$ cat src/rtl/mem_s_pkg.sv
// Shared CPU package for the memory stage: funct3 width codes, the
// memory-stage FSM state type and the active-low byte write-enable constants.
package mem_s_pkg;

  localparam logic [2:0] DT_LB  = 3'd0;
  localparam logic [2:0] DT_LH  = 3'd1;
  localparam logic [2:0] DT_LW  = 3'd2;
  localparam logic [2:0] DT_LBU = 3'd4;
  localparam logic [2:0] DT_LHU = 3'd5;
  localparam logic [2:0] DT_SB  = 3'd0;
  localparam logic [2:0] DT_SH  = 3'd1;
  localparam logic [2:0] DT_SW  = 3'd2;

  localparam logic [3:0] WEB_NONE    = 4'b1111;
  localparam logic [3:0] WEB_WORD    = 4'b0000;
  localparam logic [3:0] WEB_HALF_LO = 4'b1100;
  localparam logic [3:0] WEB_HALF_HI = 4'b0011;

  typedef enum logic [1:0] {
    ST_IDLE   = 2'd0,
    ST_ACCESS = 2'd1,
    ST_DONE   = 2'd2
  } mem_state_t;

  function automatic logic dt_valid(input logic [2:0] dt, input logic is_store);
    if (is_store) return dt inside {DT_SB, DT_SH, DT_SW};
    return dt inside {DT_LB, DT_LH, DT_LW, DT_LBU, DT_LHU};
  endfunction

  function automatic logic [3:0] store_web(input logic [2:0] dt, input logic [1:0] a);
    case (dt)
      DT_SB:   return ~(4'b0001 << a);
      DT_SH:   return a[1] ? WEB_HALF_HI : WEB_HALF_LO;
      DT_SW:   return WEB_WORD;
      default: return WEB_NONE;
    endcase
  endfunction

endpackage

$ cat src/rtl/mem_ld_align.sv
// Load data alignment: selects the byte/half/word addressed by addr[1:0]
// from the read word and sign- or zero-extends it to 32 bits.
module mem_ld_align
  import mem_s_pkg::*;
(
  input  logic [1:0]  addr,
  input  logic [2:0]  datatype,
  input  logic [31:0] rdata,
  output logic [31:0] result
);

  logic [7:0]  ld_byte;
  logic [15:0] ld_half;

  always_comb begin
    ld_byte = rdata[{addr, 3'b000} +: 8];
    ld_half = addr[1] ? rdata[31:16] : rdata[15:0];
    case (datatype)
      DT_LB:   result = {{24{ld_byte[7]}}, ld_byte};
      DT_LBU:  result = {24'h0, ld_byte};
      DT_LH:   result = {{16{ld_half[15]}}, ld_half};
      DT_LHU:  result = {16'h0, ld_half};
      default: result = rdata;
    endcase
  end

endmodule

$ cat src/rtl/mem_s.sv
// Pipeline MEM stage: data-memory handshake FSM, store lane steering, load
// alignment and the MEM/WB register. Optional trap: MEM_MISALIGN_TRAP_EN.
module mem_s
  import mem_s_pkg::*;
(
  input  logic        clk,
  input  logic        rst,
  input  logic [2:0]  datatype_i,
  input  logic [31:0] aluout_i,
  input  logic [31:0] dm_data_i,
  input  logic [31:0] pc2reg_i,
  input  logic [4:0]  rd_addr_i,
  input  logic        reg_wr_i,
  input  logic        rd_src_i,
  input  logic        dm2reg_i,
  input  logic        dm_rd_i,
  input  logic        dm_wr_i,
  output logic        dm_req_o,
  output logic [3:0]  dm_web_o,
  output logic [31:0] dm_addr_o,
  output logic [31:0] dm_wdata_o,
  input  logic [31:0] dm_rdata_i,
  input  logic        dm_ack_i,
  output logic        mem_stall_o,
  output logic [31:0] mem_rd_data_o,
  output logic [4:0]  mem_rd_addr_o,
  output logic [31:0] wb_rd_data_o,
  output logic [4:0]  wb_rd_addr_o,
  output logic        wb_reg_wr_o,
  output logic        misalign_o
);

  mem_state_t  state_q, state_d;
  logic        mem_op, dt_ok, mis, acc_valid, wb_we;
  logic [31:0] fwd, ld_word, ld_res, hold_q;

  assign mem_op    = dm_rd_i | dm_wr_i;
  assign dt_ok     = dt_valid(datatype_i, dm_wr_i);
  assign acc_valid = mem_op & dt_ok & ~mis;

`ifdef MEM_MISALIGN_TRAP_EN
  assign mis = mem_op & dt_ok &
               (((datatype_i[1:0] == 2'b01) & aluout_i[0]) |
                ((datatype_i[1:0] == 2'b10) & (aluout_i[1:0] != 2'b00)));

  always_ff @(posedge clk) begin
    if (!rst) misalign_o <= 1'b0;
    else      misalign_o <= mis;
  end
`else
  assign mis        = 1'b0;
  assign misalign_o = 1'b0;
`endif

  assign fwd           = rd_src_i ? pc2reg_i : aluout_i;
  assign mem_rd_data_o = fwd;
  assign mem_rd_addr_o = rd_addr_i;
  assign dm_addr_o     = {aluout_i[31:2], 2'b00};

  always_ff @(posedge clk) begin
    if (!rst) state_q <= ST_IDLE;
    else      state_q <= state_d;
  end

  always_comb begin
    state_d = state_q;
    case (state_q)
      ST_IDLE:   if (acc_valid) state_d = ST_ACCESS;
      ST_ACCESS: if (dm_ack_i)  state_d = ST_DONE;
      default:   state_d = ST_IDLE;
    endcase
  end

  // A held reset also blocks a fresh request from the still-presented instruction.
  always_comb begin
    dm_req_o    = 1'b0;
    mem_stall_o = 1'b0;
    case (state_q)
      ST_IDLE: begin
        dm_req_o    = acc_valid & rst;
        mem_stall_o = acc_valid & rst;
      end
      ST_ACCESS: begin
        dm_req_o    = 1'b1;
        mem_stall_o = ~dm_ack_i;
      end
      default: ;
    endcase
  end

  assign dm_web_o = (dm_req_o & dm_wr_i) ? store_web(datatype_i, aluout_i[1:0]) : WEB_NONE;

  always_comb begin
    case (datatype_i[1:0])
      2'b00:   dm_wdata_o = {4{dm_data_i[7:0]}};
      2'b01:   dm_wdata_o = {2{dm_data_i[15:0]}};
      default: dm_wdata_o = dm_data_i;
    endcase
  end

  mem_ld_align u_ld_align (
    .addr     (aluout_i[1:0]),
    .datatype (datatype_i),
    .rdata    (dm_rdata_i),
    .result   (ld_word)
  );

  // Live aligned data on the ack cycle, otherwise the captured load result.
  assign ld_res = (state_q == ST_ACCESS) ? ld_word : hold_q;
  assign wb_we  = reg_wr_i & (rd_addr_i != 5'd0) & ~(mem_op & ~dt_ok) & ~mis;

  always_ff @(posedge clk) begin
    if (!rst) begin
      wb_rd_data_o <= '0;
      wb_rd_addr_o <= '0;
      wb_reg_wr_o  <= 1'b0;
      hold_q       <= '0;
    end else begin
      if (!mem_stall_o) begin
        wb_rd_data_o <= dm2reg_i ? ld_res : fwd;
        wb_rd_addr_o <= rd_addr_i;
        wb_reg_wr_o  <= wb_we;
      end
      if (state_q == ST_ACCESS && dm_ack_i) hold_q <= ld_word;
    end
  end

endmodule
$ cat config.mk
export PLATFORM = sky130hd
export DESIGN_NAME = mem_s
export DESIGN_NICKNAME = d
export VERILOG_FILES = /design/src/rtl/mem_s_pkg.sv /design/src/rtl/mem_ld_align.sv /design/src/rtl/mem_s.sv
export SDC_FILE = /design/constraint.sdc
export NUM_CORES = 1
export LEC_CHECK = 0
export ABC_CLOCK_PERIOD_IN_PS = 1800
export CAP_MARGIN = 10
export CORE_MARGIN = 5
export CORE_UTILIZATION = 39
export DETAILED_ROUTE_END_ITERATION = 7
export PLACE_DENSITY = 0.9
export SLEW_MARGIN = 15
export SYNTH_ARGS = -nofsm -noshare
export SYNTH_HDL_FRONTEND = slang
export SYNTH_SLANG_ARGS = --single-unit
export TNS_END_PERCENT = 1
$ cat constraint.sdc
create_clock -name clk -period 1.8 [get_ports clk]
set_clock_uncertainty 0.05 [all_clocks]
set_input_delay 0.18 -clock clk [delete_from_list [all_inputs] [get_ports clk]]
set_output_delay 0.18 -clock clk [all_outputs]
set_load 0.1 [all_outputs]
Word level (Yosys, flattened, before mapping)
Index checks and enable logic that the tools add are counted.
{"block": "classes", "n_div": 0, "n_mux": 17, "n_shift": 2, "magnitude_cmp": 0, "n_mul": 0, "bitwise": 11, "eq_ne": 8, "reduce_logical": 8, "n_addsub": 0}
{"operator": "case mux 32 bit (4 select lines)", "count": 1}
{"operator": "two-way mux 32 bit", "count": 3}
{"operator": "case mux 32 bit (2 select lines)", "count": 1}
{"operator": "indexed part select 32 x 6 -> 8 bit", "count": 1}
{"operator": "two-way mux 16 bit", "count": 1}
{"operator": "case mux 4 bit (3 select lines)", "count": 1}
{"operator": "nonzero test 5 bit", "count": 2}
{"operator": "two-way mux 4 bit", "count": 2}
{"operator": "bitwise AND 1 bit", "count": 6}
{"operator": "== test 3 bit, second input constant", "count": 2}
{"operator": "== test 2 x 1 -> 1 bit, second input constant", "count": 2}
{"operator": "zero test 2 bit", "count": 2}
{"operator": "two-way mux 2 bit", "count": 2}
{"operator": "inequality test 2 bit, second input constant", "count": 2}
{"operator": "inverter 4 bit", "count": 1}
{"operator": "case mux 1 bit (2 select lines)", "count": 2}
{"operator": "case mux 2 bit (2 select lines)", "count": 1}
{"operator": "<< shifter 1 x 2 -> 4 bit, first input constant", "count": 1}
{"operator": "== test 3 x 1 -> 1 bit, second input constant", "count": 1}
{"operator": "== test 3 x 2 -> 1 bit, second input constant", "count": 1}
{"operator": "zero test 3 bit", "count": 1}
{"operator": "two-way mux 1 bit", "count": 3}
{"operator": "inverter 1 bit", "count": 3}
{"operator": "nonzero test 3 bit", "count": 1}
{"operator": "3 further kinds", "count": 3}
{"block": "word_totals", "latchBits": 0, "romBits": 0, "ram_bits": 0, "word_cells": 51, "output_inout_bits": 146, "ff_bits": 72, "mem_count": 0}

Logic depth before layout (Yosys ltp)
{"block": "depth", "depth_word": 9, "ltp_mapped": 8, "depth_no_buf": 6}

Modules after synthesis
From an unflattened synthesis, not the netlist that was laid out.
{"block": "unflattened", "cells_unflattened": 676, "area_unflattened_um2": 5196.2}
{"mod": "mem_s", "instances": 1, "cells_per_inst": 580, "area_per_inst_um2": 4350.4}
{"mod": "mem_ld_align", "instances": 1, "cells_per_inst": 96, "area_per_inst_um2": 845.8}

Least setup slack after synthesis
OpenSTA, ideal clock, no wires.
{"block": "synth_timing", "path_type": "input -> register", "startpoint": "in rd_src_i", "endpoint": "reg wb_rd_data_o[1]", "t_arrival_ns": 3.325, "t_required_ns": 1.679, "n_path_buf": 2, "slack_ns": -1.646, "path_stages": 6, "path_cell_list": "buf_2 buf_2 o21ai_0 o22ai_1 a311o_1 a21boi_1"}
{"block": "synth_between", "elab_chain_cells": 2}
{"item": "from (decl)", "line_no": "mem_s.sv:14", "source": "input logic rd_src_i,"}
{"item": "two-way mux 32 bit", "line_no": "mem_s.sv:55", "source": "assign fwd = rd_src_i ? pc2reg_i : aluout_i;"}
{"item": "named net mem_rd_data_o[1]", "line_no": "mem_s.sv:25", "source": "output logic [31:0] mem_rd_data_o,"}
{"item": "two-way mux 32 bit", "line_no": "mem_s.sv:120", "source": "wb_rd_data_o <= dm2reg_i ? ld_res : fwd;"}
{"item": "to (signal assigned)", "line_no": "mem_s.sv:120"}
{"item": "to (decl)", "line_no": "mem_s.sv:27", "source": "output logic [31:0] wb_rd_data_o,"}
The timed path passes the listed nets, and every way through them passes these cells.
A chain may end at the register's enable or synchronous reset.

Worst setup path after layout
{"block": "layout_timing", "startpoint": "reg state_q[1]", "endpoint": "out mem_stall_o"}
{"block": "layout_between", "elab_chain_cells": 2, "elab_cells_between_ends": 3, "cone_classes": "1 x eq/ne; 1 x mux; 1 x reduce/logical"}
{"item": "from (decl)", "line_no": "mem_s.sv:33", "source": "mem_state_t state_q, state_d;"}
{"item": "from (signal assigned)", "line_no": "mem_s.sv:62", "source": "else state_q <= state_d;"}
{"item": "== test 2 x 1 -> 1 bit / zero test 2 bit (equally long branches)", "line_no": "mem_s.sv:78", "source": "case (state_q)"}
{"item": "case mux 1 bit (2 select lines) (*)", "line_no": "mem_s.sv:78"}
{"item": "to (decl)", "line_no": "mem_s.sv:24", "source": "output logic mem_stall_o,"}
Every way passes the cells marked *; elsewhere a longest branch is shown, timed or not.

==> metrics.yaml <==
pwr:
  p_leak_nw: 3.98
  seq_power_share_pct: 23.0
  clkPwrFrac_pct: 24.9
  ir_drop_v: 0.000556
  comb_power_share_pct: 52.1
  swShare_pct: 43.4
  p_total_mw: 7.73
  power.switching_mw: 3.35
  internal_power_mw: 4.37
  p_per_area_nw_per_um2: 817
layout:
  fin_area_um2: 9460
  multiInputGateArea_um2: 2970
  synthToLayoutAreaGrowth_pct: 90.5
  stdcell_count: 1063
  regArea_um2: 1440
  drive_above_1_share_pct: 34.8
  utilization_pct: 75.2
  fill_cells: 823
  finalNetCount: 1029
detailed_routing:
  dr.pass1.iters: 6
  wl_per_cell_um: 19.4
  vias: 5930
  drt-vias-per-instance: 5.58
  drc: 0
  drtAntennaViolNets: 0
  wirelength_mm: 20.6
  drt_iter0_markers: 546
outcome:
  outcome: "finished, final reports clean"
setup_path:
  reg2reg_to: "wb_rd_data_o[2]$_SDFFE_PN0N_"
  crit_fanout: 6
  cp_top_family: "simple AND/OR/NAND/NOR gates"
  crit_type: "reg -> out"
  required_ns: 1.57
  r2r_slack_ns: 0.10
  crit_path_end_kind: "output pin"
  path_common_cell: "buf_12"
  cp_slowest_cell: "dfxtp_1"
  cp.arrival_ns: 1.54
  worstPathCellList: "nand2b_2, nor2_2, nor2_4, clkinv_4, buf_12, buf_12"
  critPathLaunch: "state_q[1]$_SDFFE_PN0P_"
  ff2ff_path_depth: 8
  critPathBufInv: 3
  r2r-start: "state_q[1]$_SDFFE_PN0P_"
  worstSetupStartpointType: "flop"
  max_stage_delay_ns: 0.39
global_route:
  grt-ovfl-total: 0
  grt_pass1_wl_mm: 31.0
  antenna_found_initial: 0
  grtUsageMet2_pct: 46.7
  first_global_vias: 5938
  grt_max_degree: 51
  grt_use_met3_pct: 8.43
  grtUsageMet1_pct: 26.9
  grt.total_usage_pct: 25.9
  grt-busiest-layer: "met2"
clock_tree:
  clockBufferDepth: 2
  cts_sinks: 72
  clkTransAtPathRegs_ns: 0.06
  cts_tree: "done"
  cts_root_buffer: "clkbuf_16"
  insertion_delay_ns: 0.33
  hold_buffers: 0
  cts_max_level: 3
  cts_buffers: 9
die:
  die_w_um: 123
  initial_utilization_pct: 39.5
  die_area_um2: 15100
  pin_count: 290
  core_area_um2: 12600
  die_height_um: 123
  rows: 41
synth:
  synth_most_common_cell: "o21ai_0"
  avgSynthCellArea_um2: 7.98
  ys_seq_area_share_pct: 29.0
  synthDistinctLibCells: 47
  syn_inst: 622
  synth_top_area_share_pct: 29.0
  synthArstFlopShare_pct: 0
  synth_warnings: 0
  synth_area_um2: 4960
  yosysTopAreaCell: "dfxtp_1"
  synth_edf_count: 0
  synthTopCellsByCount: "87 x o21ai_0, 72 x dfxtp_1, 52 x buf_4"
  ys_ff_latch: 72
  synth_flop_cell: "dfxtp_1"
  synth_area_leaders: "dfxtp_1 29%, mux2_2 11%, o21ai_0 8.8%"
placed_design:
  pre_cts_ws_ns: -0.489
  place_hpwl_mm: 15.9
  placedCellCount: 1038
  gp_congestion: 0.891
  placed_area_um2: 8970
  port_buffers: 286
worst_hold_path:
  min_from: "rst"
  min_path_type: "in -> reg"
  min_path_cells: 4
  hold_end: "hold_q[4]$_SDFFE_PN0P_"
job:
  max-cap-violations: 0
timing:
  final_max_slew_viol_count: 0
  worst_pin_slew_ns: 0.660
  period_needed_ns: 1.77
  postLayoutSetupSlackWorst_ns: 0.0282
  relSlewSlack_pct: 55.9
  timing.fmax_mhz: 564
  post-route-period-util_pct: 98.4
  hold_viol_final: 0
  setup-violations-final: 0
  whs_ns: 0.310
  tns_ns: 0
  rsz0062_at_grt: "yes"
[logic make-up after synthesis]
family	after synthesis	share of synthesized area, %
buf+inv	120	13.5
mux	65	14.5
simple gates	112	12.2
other cells	1	0.0756
compound gates	252	30.7
flops	72	29.0
[state kept, by name (all words and copies together) (netlist names)]
name and count:
hold_q 32, wb_rd_addr_o 5, wb_reg_wr_o 1, state_q 2
wb_rd_data_o 32
[per-layer routing]
| metal | part of all wire, % | vias up |
|---|---|---|
| met5 | 0 | - |
| li1 | - | 2732 |
| met4 | 5.0 | 0 |
| met3 | 11 | 86 |
| met2 | 51 | 399 |
| met1 | 34 | 2713 |
[worst max path at each step]
stage,end,slack (ns),depth (start not counted)
final,mem_stall_o,0.03,6
after global routing,mem_stall_o,-0.04,6
after CTS,wb_rd_data_o[21]$_SDFFE_PN0N_,-0.006,7
after detailed placement,wb_rd_data_o[21]$_SDFFE_PN0N_,-0.49,7
after global placement,wb_rd_data_o[26]$_SDFFE_PN0N_,-0.39,7
after floorplan,dm_wdata_o[29],-0.33,6
[power groups by stage]
| stage | clock network, mW | registers [mW] | logic, mW |
|---|---|---|---|
| after global routing | 2.02 | 1.79 | 4.16 |
| after detailed placement | 0 | 1.80 | 3.96 |
| final | 1.93 | 1.77 | 4.03 |
| after CTS | 1.95 | 1.77 | 4.00 |
| after floorplan | 0 | 2.40 | 1.93 |
| after global placement | 0 | 1.80 | 3.92 |
[cell usage in the layout (no fill, tap or decap), types with 2 or more instances in the layout]
master and n:
inv_1 17, a21oi_1 40, clkbuf_16 9, o21ai_0 76, dlygate4sd2_1 2, conb_1 3
nand2_1 51, a31oi_1 47, mux2_2 49, buf_12 113, and2b_2 2, bufinv_16 2
dfxtp_1 71, nand2b_1 29, a21boi_1 14, a311o_1 7, nor2_2 2, and3_1 2
mux2i_1 8, a32o_1 7, clkbuf_1 2, o21ai_1 19, and2_1 2, buf_4 94
a31o_1 7, dlymetal6s2s_1 3, nor3b_2 3, clkdlybuf4s50_1 133, o21ai_2 11, buf_2 3
o221a_1 2, o22ai_1 7, nor2_4 2, nor2_1 8, mux2_1 7, nor2b_1 2
o21a_1 7
[final cells by class]
| class | instances | share of cell area, % |
|---|---|---|
| Timing Repair Buffer | 352 | 46.8 |
| Sequential cell | 72 | 15.3 |
| Inverter | 18 | 0.768 |
| Tap cell | 172 | 2.28 |
| Multi-Input combinational cell | 432 | 31.4 |
| Clock inverter | 4 | 0.807 |
| Antenna cell | 1 | 0.0265 |
| Clock buffer | 12 | 2.61 |
[timing repair]
action,CTS,global route
cloned,1,0
resized for setup,17,11
endpoints found under the hold margin,0,0
pin swaps,3,5
endpoints found under the setup margin,61,53
buffers inserted,1,6
[worst register-to-register path: stages (launching register included)]
cell and delay, ns:
dfxtp_1 0.39, nand2b_2 0.22, nor2_2 0.07, nor2_4 0.13, clkinv_4 0.11, buf_4 0.15
buf_4 0.12, a311o_1 0.27, a21boi_1 0.13
No activity file was read; power rests on OpenSTA's default activity.
